`src/rtl/sprite_compositor_if.sv`:
```
`default_nettype none
// ============================================================================
// Module      : sprite_compositor_if
// Description : Bundle of pixel-stream, sprite-bank and VGA colour signals
//               exchanged between the sync/game logic (master) and the
//               sprite compositor (slave).
//               master drives : xCount, yCount, displayArea, frame_start,
//                               sprite_x/y/en/rgb, win, lose
//               slave drives  : VGA_R, VGA_G, VGA_B, collision
// Revision    : 1.0 - initial release
// ============================================================================
interface sprite_compositor_if #(
  parameter int unsigned NUM_SPRITES = 8
);
  logic [9:0]                 xCount;
  logic [9:0]                 yCount;
  logic                       displayArea;
  logic                       frame_start;
  logic [NUM_SPRITES*10-1:0]  sprite_x;
  logic [NUM_SPRITES*9-1:0]   sprite_y;
  logic [NUM_SPRITES-1:0]     sprite_en;
  logic [NUM_SPRITES*3-1:0]   sprite_rgb;
  logic                       win;
  logic                       lose;
  logic [7:0]                 VGA_R;
  logic [7:0]                 VGA_G;
  logic [7:0]                 VGA_B;
  logic [NUM_SPRITES-1:0]     collision;

  modport master (
    output xCount, yCount, displayArea, frame_start,
    output sprite_x, sprite_y, sprite_en, sprite_rgb, win, lose,
    input  VGA_R, VGA_G, VGA_B, collision
  );

  modport slave (
    input  xCount, yCount, displayArea, frame_start,
    input  sprite_x, sprite_y, sprite_en, sprite_rgb, win, lose,
    output VGA_R, VGA_G, VGA_B, collision
  );
endinterface
`default_nettype wire

```
`src/rtl/sprite_compositor.sv`:
```
`default_nettype none
// ============================================================================
// Module      : sprite_compositor
// Description : 3-stage pipelined VGA pixel compositor. Draws up to
//               NUM_SPRITES square sprites (lowest index on top) over an
//               optional coloured border, with win/lose colour overrides.
//               Sprite positions are banked on frame_start so objects never
//               tear, and per-sprite overlap flags are published per frame.
//               Ports : VGA_clk (pixel clock), reset (sync, active high),
//                       bus (sprite_compositor_if.slave): pixel coordinates,
//                       sprite descriptors, win/lose in; VGA_R/G/B and
//                       collision flags out. Latency xCount -> VGA_* is 3.
// Revision    : 1.0 - initial release
// ============================================================================
module sprite_compositor #(
  parameter int unsigned NUM_SPRITES = 8,
  parameter int unsigned SPRITE_W    = 10,
  parameter int unsigned SPRITE_H    = 10,
  parameter int unsigned BORDER      = 11,
  parameter logic [2:0]  BORDER_RGB  = 3'b001
) (
  input  logic               VGA_clk,
  input  logic               reset,
  sprite_compositor_if.slave bus
);

  localparam int unsigned N    = NUM_SPRITES;
  localparam logic [10:0] SW   = 11'(SPRITE_W);
  localparam logic [10:0] SH   = 11'(SPRITE_H);
  localparam logic [9:0]  B_LO = 10'(BORDER);
  localparam logic [9:0]  X_HI = 10'(640 - BORDER);
  localparam logic [9:0]  Y_HI = 10'(480 - BORDER);

  // Stage 1: registered pixel and flags
  logic [9:0]   x1_q, y1_q;
  logic         de1_q, win1_q, lose1_q;

  // Active sprite bank, reloaded only on frame_start
  logic [9:0]   bx_q   [N];
  logic [8:0]   by_q   [N];
  logic [2:0]   brgb_q [N];
  logic [N-1:0] ben_q;

  // Stage 2: registered hit results
  logic [N-1:0] hit2_q;
  logic         border2_q, de2_q, win2_q, lose2_q;

  // Stage 3: output colour and collision state
  logic [7:0]   r_q, g_q, b_q;
  logic [N-1:0] acc_q, coll_q;

  logic [N-1:0] hit_d;
  logic         border_d;
  logic [2:0]   pix_d;
  logic [N-1:0] set_d;
  logic [10:0]  px, py;

  // Widened to 11 bits so sprite x + width cannot wrap near 1023
  assign px = {1'b0, x1_q};
  assign py = {1'b0, y1_q};

  for (genvar i = 0; i < N; i++) begin : g_hit
    logic [10:0] sx, sy;
    assign sx = {1'b0, bx_q[i]};
    assign sy = {2'b00, by_q[i]};
    // Strict on both edges: the drawn area is (W-1) x (H-1)
    assign hit_d[i] = ben_q[i] && (px > sx) && (px < sx + SW)
                               && (py > sy) && (py < sy + SH);
  end

  if (BORDER == 0) begin : g_no_border
    assign border_d = 1'b0;
  end else begin : g_border
    assign border_d = (x1_q < B_LO) || (x1_q >= X_HI) ||
                      (y1_q < B_LO) || (y1_q >= Y_HI);
  end

  // Priority mux: walk from highest index down so the lowest hit wins
  always_comb begin
    pix_d = 3'b000;
    if (border2_q) pix_d = BORDER_RGB;
    for (int i = int'(N) - 1; i >= 0; i--) begin
      if (hit2_q[i]) pix_d = brgb_q[i];
    end
    if (!de2_q) pix_d = 3'b000;
    // win/lose overrides are deliberately not gated by displayArea
    pix_d[2] = pix_d[2] | lose2_q;
    pix_d[1] = pix_d[1] | win2_q;
  end

  // h & (h-1) clears the lowest set bit, so it is non-zero iff two or more
  // sprites hit; every hitting sprite is then flagged as colliding.
  always_comb begin
    set_d = '0;
    if (de2_q && (|(hit2_q & (hit2_q - N'(1))))) set_d = hit2_q;
  end

  always_ff @(posedge VGA_clk) begin
    if (reset) begin
      x1_q      <= '0;
      y1_q      <= '0;
      de1_q     <= 1'b0;
      win1_q    <= 1'b0;
      lose1_q   <= 1'b0;
      for (int i = 0; i < int'(N); i++) begin
        bx_q[i]   <= '0;
        by_q[i]   <= '0;
        brgb_q[i] <= '0;
      end
      ben_q     <= '0;
      hit2_q    <= '0;
      border2_q <= 1'b0;
      de2_q     <= 1'b0;
      win2_q    <= 1'b0;
      lose2_q   <= 1'b0;
      r_q       <= '0;
      g_q       <= '0;
      b_q       <= '0;
      acc_q     <= '0;
      coll_q    <= '0;
    end else begin
      x1_q    <= bus.xCount;
      y1_q    <= bus.yCount;
      de1_q   <= bus.displayArea;
      win1_q  <= bus.win;
      lose1_q <= bus.lose;

      if (bus.frame_start) begin
        for (int i = 0; i < int'(N); i++) begin
          bx_q[i]   <= bus.sprite_x[10*i +: 10];
          by_q[i]   <= bus.sprite_y[9*i +: 9];
          brgb_q[i] <= bus.sprite_rgb[3*i +: 3];
        end
        ben_q <= bus.sprite_en;
      end

      hit2_q    <= hit_d;
      border2_q <= border_d;
      de2_q     <= de1_q;
      win2_q    <= win1_q;
      lose2_q   <= lose1_q;

      r_q <= {8{pix_d[2]}};
      g_q <= {8{pix_d[1]}};
      b_q <= {8{pix_d[0]}};

      // Publish includes this cycle's overlaps so none fall between frames
      if (bus.frame_start) begin
        coll_q <= acc_q | set_d;
        acc_q  <= '0;
      end else begin
        acc_q  <= acc_q | set_d;
      end
    end
  end

  assign bus.VGA_R     = r_q;
  assign bus.VGA_G     = g_q;
  assign bus.VGA_B     = b_q;
  assign bus.collision = coll_q;

endmodule
`default_nettype wire

```
`src/flat_wrapper.sv`:
```
// flat-port wrapper written by rule: the top's interface ports become plain ports
module sprite_compositor_flat 
#(
  parameter int unsigned NUM_SPRITES = 8,
  parameter int unsigned SPRITE_W    = 10,
  parameter int unsigned SPRITE_H    = 10,
  parameter int unsigned BORDER      = 11,
  parameter logic [2:0]  BORDER_RGB  = 3'b001
)
  (VGA_clk, reset, bus_xCount, bus_yCount, bus_displayArea, bus_frame_start, bus_sprite_x, bus_sprite_y, bus_sprite_en, bus_sprite_rgb, bus_win, bus_lose, bus_VGA_R, bus_VGA_G, bus_VGA_B, bus_collision);
  sprite_compositor_if #(.NUM_SPRITES(NUM_SPRITES)) bus_i ();
  input  logic VGA_clk;
  input  logic reset;
  input wire logic [$bits(bus_i.xCount)-1:0] bus_xCount;
  input wire logic [$bits(bus_i.yCount)-1:0] bus_yCount;
  input wire logic [$bits(bus_i.displayArea)-1:0] bus_displayArea;
  input wire logic [$bits(bus_i.frame_start)-1:0] bus_frame_start;
  input wire logic [$bits(bus_i.sprite_x)-1:0] bus_sprite_x;
  input wire logic [$bits(bus_i.sprite_y)-1:0] bus_sprite_y;
  input wire logic [$bits(bus_i.sprite_en)-1:0] bus_sprite_en;
  input wire logic [$bits(bus_i.sprite_rgb)-1:0] bus_sprite_rgb;
  input wire logic [$bits(bus_i.win)-1:0] bus_win;
  input wire logic [$bits(bus_i.lose)-1:0] bus_lose;
  output wire logic [$bits(bus_i.VGA_R)-1:0] bus_VGA_R;
  output wire logic [$bits(bus_i.VGA_G)-1:0] bus_VGA_G;
  output wire logic [$bits(bus_i.VGA_B)-1:0] bus_VGA_B;
  output wire logic [$bits(bus_i.collision)-1:0] bus_collision;
  assign bus_i.xCount = bus_xCount;
  assign bus_i.yCount = bus_yCount;
  assign bus_i.displayArea = bus_displayArea;
  assign bus_i.frame_start = bus_frame_start;
  assign bus_i.sprite_x = bus_sprite_x;
  assign bus_i.sprite_y = bus_sprite_y;
  assign bus_i.sprite_en = bus_sprite_en;
  assign bus_i.sprite_rgb = bus_sprite_rgb;
  assign bus_i.win = bus_win;
  assign bus_i.lose = bus_lose;
  assign bus_VGA_R = bus_i.VGA_R;
  assign bus_VGA_G = bus_i.VGA_G;
  assign bus_VGA_B = bus_i.VGA_B;
  assign bus_collision = bus_i.collision;
  sprite_compositor #(.NUM_SPRITES(NUM_SPRITES), .SPRITE_W(SPRITE_W), .SPRITE_H(SPRITE_H), .BORDER(BORDER), .BORDER_RGB(BORDER_RGB)) u_core (.VGA_clk(VGA_clk), .reset(reset), .bus(bus_i));
endmodule
```
`config.mk`:
```
export PLATFORM = sky130hd
export DESIGN_NAME = sprite_compositor_flat
export DESIGN_NICKNAME = d
export VERILOG_FILES = /design/src/rtl/sprite_compositor_if.sv /design/src/rtl/sprite_compositor.sv /design/src/flat_wrapper.sv
export SDC_FILE = /design/constraint.sdc
export NUM_CORES = 1
export LEC_CHECK = 0
export BUFFER_PORTS_ARGS = -buffer_cell sky130_fd_sc_hd__buf_2
export CORE_MARGIN = 2
export CORE_UTILIZATION = 60
export CTS_CLUSTER_SIZE = 8
export DETAILED_ROUTE_END_ITERATION = 8
export GPL_ROUTABILITY_DRIVEN = 0
export PLACE_DENSITY = 0.83
export SYNTH_ARGS = -nofsm -noshare
export SYNTH_HDL_FRONTEND = slang
export SYNTH_SLANG_ARGS = --single-unit
export TNS_END_PERCENT = 30
```
`constraint.sdc`:
```
create_clock -name VGA_clk -period 14.3 [get_ports VGA_clk]
set_input_delay 0 -clock VGA_clk [delete_from_list [all_inputs] [get_ports VGA_clk]]
set_output_delay 0 -clock VGA_clk [all_outputs]
set_load 0.01 [all_outputs]
```
==> results.json <==
{
  "worstMarginPinSlew_ns": 1.24,
  "vias_per_cell": 5.98,
  "synth_area_um2": 17700,
  "ys_async_sr_fraction_pct": 0,
  "synth.largest_area_cell": "edfxtp_1",
  "overflow": 0,
  "drive_above_1_share_pct": 13.7,
  "post_drt_wl_per_cell_um": 19.7,
  "ys_ff_latch": 238,
  "synth_edf_count": 176,
  "finalClockSkew_ns": 0.0125,
  "seq_area_frac_synth_pct": 36.9,
  "drtPass1Iterations": 6,
  "clk_pin_slew_ns": 0.05,
  "setup_viol": 0,
  "yosysWarnings": 0,
  "min_path_cells": 3,
  "required_ns": 14.72,
  "critPathArrivalTime_ns": 3.40,
  "final_common_cell": "ha_1",
  "clock_sinks": 238,
  "path_max_fanout": 4,
  "grt_pass1_vias": 16100,
  "postCtsSetupRepairBufs": 0,
  "crit_path_end_kind": "flop",
  "hp-class": "in2reg",
  "grt_util_all_layers_pct": 33.0,
  "worstSetupPathType": "reg2reg",
  "syn_inst": 1748,
  "synth_area_leaders": "edfxtp_1, ha_1, dfxtp_1",
  "drc": 0,
  "grt_pass1_wl_um": 80600,
  "power_density_nw_per_um2": 94.9,
  "finalHoldViolCount": 0,
  "area_growth_pct": 26.4,
  "ys.flop_type": "edfxtp_1",
  "htreeDepth": 2,
  "fin_nets": 2716,
  "drt_iter0_drc": 1390,
  "die_width_um": 176,
  "clk_latency_ns": 0.52,
  "drv_cap": 0,
  "fillCellCount": 1810,
  "cts_tree": "done",
  "setup_slack_ns": 11.31,
  "leakagePower_nw": 10.2,
  "period_needed_ns": 2.99,
  "gr-usage-met3_pct": 5.13,
  "wl_um": 51300,
  "finalSetupTns_ns": 0,
  "antenna_found_initial": 3,
  "relSlewSlack_pct": 17.3,
  "yosysTopAreaCellShare_pct": 29.9,
  "grt_start_max_net_pins": 96,
  "coreArea_um2": 28900,
  "grtUsageMet1_pct": 39.5,
  "fin_crit_sh_pct": 20.9,
  "io_pins": 242,
  "final_cell_mix": "ha_1, buf_2, dlygate4sd3_1",
  "grt_util_met2_pct": 57.3,
  "drv_slew": 0,
  "port_buffers": 241,
  "syn-num-nets": 2270,
  "rows": 62,
  "die_h_um": 176,
  "pre_cts_slack_ns": 11.42,
  "startpoint_type": "flop",
  "clock.fmax_mhz": 335,
  "rsz0062_at_grt": "false",
  "start_util_pct": 61.2,
  "cts-root-buf": "clkbuf_16",
  "postSynthAreaPerCell_um2": 10.1,
  "grt-busiest-layer": "met2",
  "clk_path_buf_depth": 3,
  "die_area_um2": 30800,
  "ant_nets": 0,
  "ir_drop_mv": 0.119,
  "hpwl_um": 32100,
  "numCtsBuffers": 35,
  "reg2reg_depth": 8,
  "ys_types": 68,
  "status": "finished clean",
  "vias": 15600
}
## metrics by stage
step | hold WS (ns) | std cells | power [mW] | cell area, um2 | util [%]
floorplan | 0.128 | 1748 | 1.14 | 17700 | -
global placement | 0.215 | 2327 | 1.25 | 19200 | 66.4
detailed placement | 0.214 | 2327 | 1.27 | 19200 | 66.4
CTS | 0.0129 | 2603 | 2.09 | 22300 | 77.3
global route | 0.0317 | 2604 | 2.21 | 22300 | 77.4
finish | 0.0255 | 2605 | 2.12 | 22300 | 77.4
## synthesized netlist by cell type, types with 17 or more instances
cell type,n
a211oi_1,21
a21o_1,36
a21oi_1,77
and2_1,133
buf_4,21
clkbuf_1,35
dfxtp_1,62
edfxtp_1,176
ha_1,312
inv_1,181
nand2_1,42
nand3_1,17
nand4_1,33
nor2_1,64
nor2b_1,82
nor3_1,48
o21a_1,19
o21ai_0,68
xnor2_1,88
## final timing paths
| path | from | end | slack [ns] |
|---|---|---|---|
| min reg2reg | u_core.win1_q | u_core.win2_q | 0.46 |
| max reg2reg | u_core.bx_q[0][2] | u_core.hit2_q[0] | 11.31 |
| max | u_core.bx_q[0][2] | u_core.hit2_q[0] | 11.31 |
| min | bus_frame_start | u_core.ben_q[0] | 0.03 |
## registers in the layout (all words and copies together), names as in the netlist
signal and flops:
u_core.acc_q 8, u_core.ben_q 8, u_core.border2_q 1, u_core.brgb_q 24, u_core.bus.VGA_B 1, u_core.bus.VGA_G 1, u_core.bus.VGA_R 1, u_core.bus.collision 8
u_core.bx_q 80, u_core.by_q 72, u_core.de1_q 1, u_core.de2_q 1, u_core.hit2_q 8, u_core.lose1_q 1, u_core.lose2_q 1, u_core.win1_q 1
u_core.win2_q 1, u_core.x1_q 10, u_core.y1_q 10
## cells by family after synthesis
| group | Yosys count | share of synthesized area [%] |
|---|---|---|
| xor+xnor | 104 | 5.16 |
| fa+ha+maj | 312 | 22.1 |
| simple gates | 488 | 15.7 |
| compound gates | 357 | 14.0 |
| flops | 238 | 36.9 |
| buf+inv | 239 | 5.53 |
| mux | 10 | 0.574 |
## per-layer routing
layer / vias up / wire [um]
met1: 7369 / 19800
met2: 770 / 24800
met5: - / 0
met3: 202 / 4040
met4: 0 / 2690
li1: 7226 / -
## worst max-delay path: stages (launching register included)
cell	delay [ns]
edfxtp_1	0.44
a21oi_1	0.37
nor3_1	0.10
xnor2_1	0.18
ha_1	0.28
a2111oi_0	0.47
a211oi_1	0.18
o41ai_1	0.61
nor4bb_1	0.26
## final cells by class
class | count | area, um2 | area share, %
Multi-Input combinational cell | 1271 | 10200 | 45.5
Sequential cell | 238 | 6530 | 29.2
Timing Repair Buffer | 467 | 3440 | 15.4
Clock buffer | 62 | 1020 | 4.57
Inverter | 181 | 684 | 3.07
Tap cell | 384 | 480 | 2.15
Antenna cell | 2 | 5.00 | 0.0224
## power by group
| part | total [mW] | switching [mW] | internal (mW) |
|---|---|---|---|
| logic | 0.482 | 0.251 | 0.231 |
| clock network | 0.788 | 0.310 | 0.478 |
| registers | 0.847 | 0.0503 | 0.797 |
## timing repair
item / in CTS / in global routing
setup endpoints to repair: 0 / 0
endpoints found under the hold margin: 210 / 0
resized for setup: 0 / 0
hold buffers: 214 / 0
Note: power is estimated with default switching activity, not from simulation.
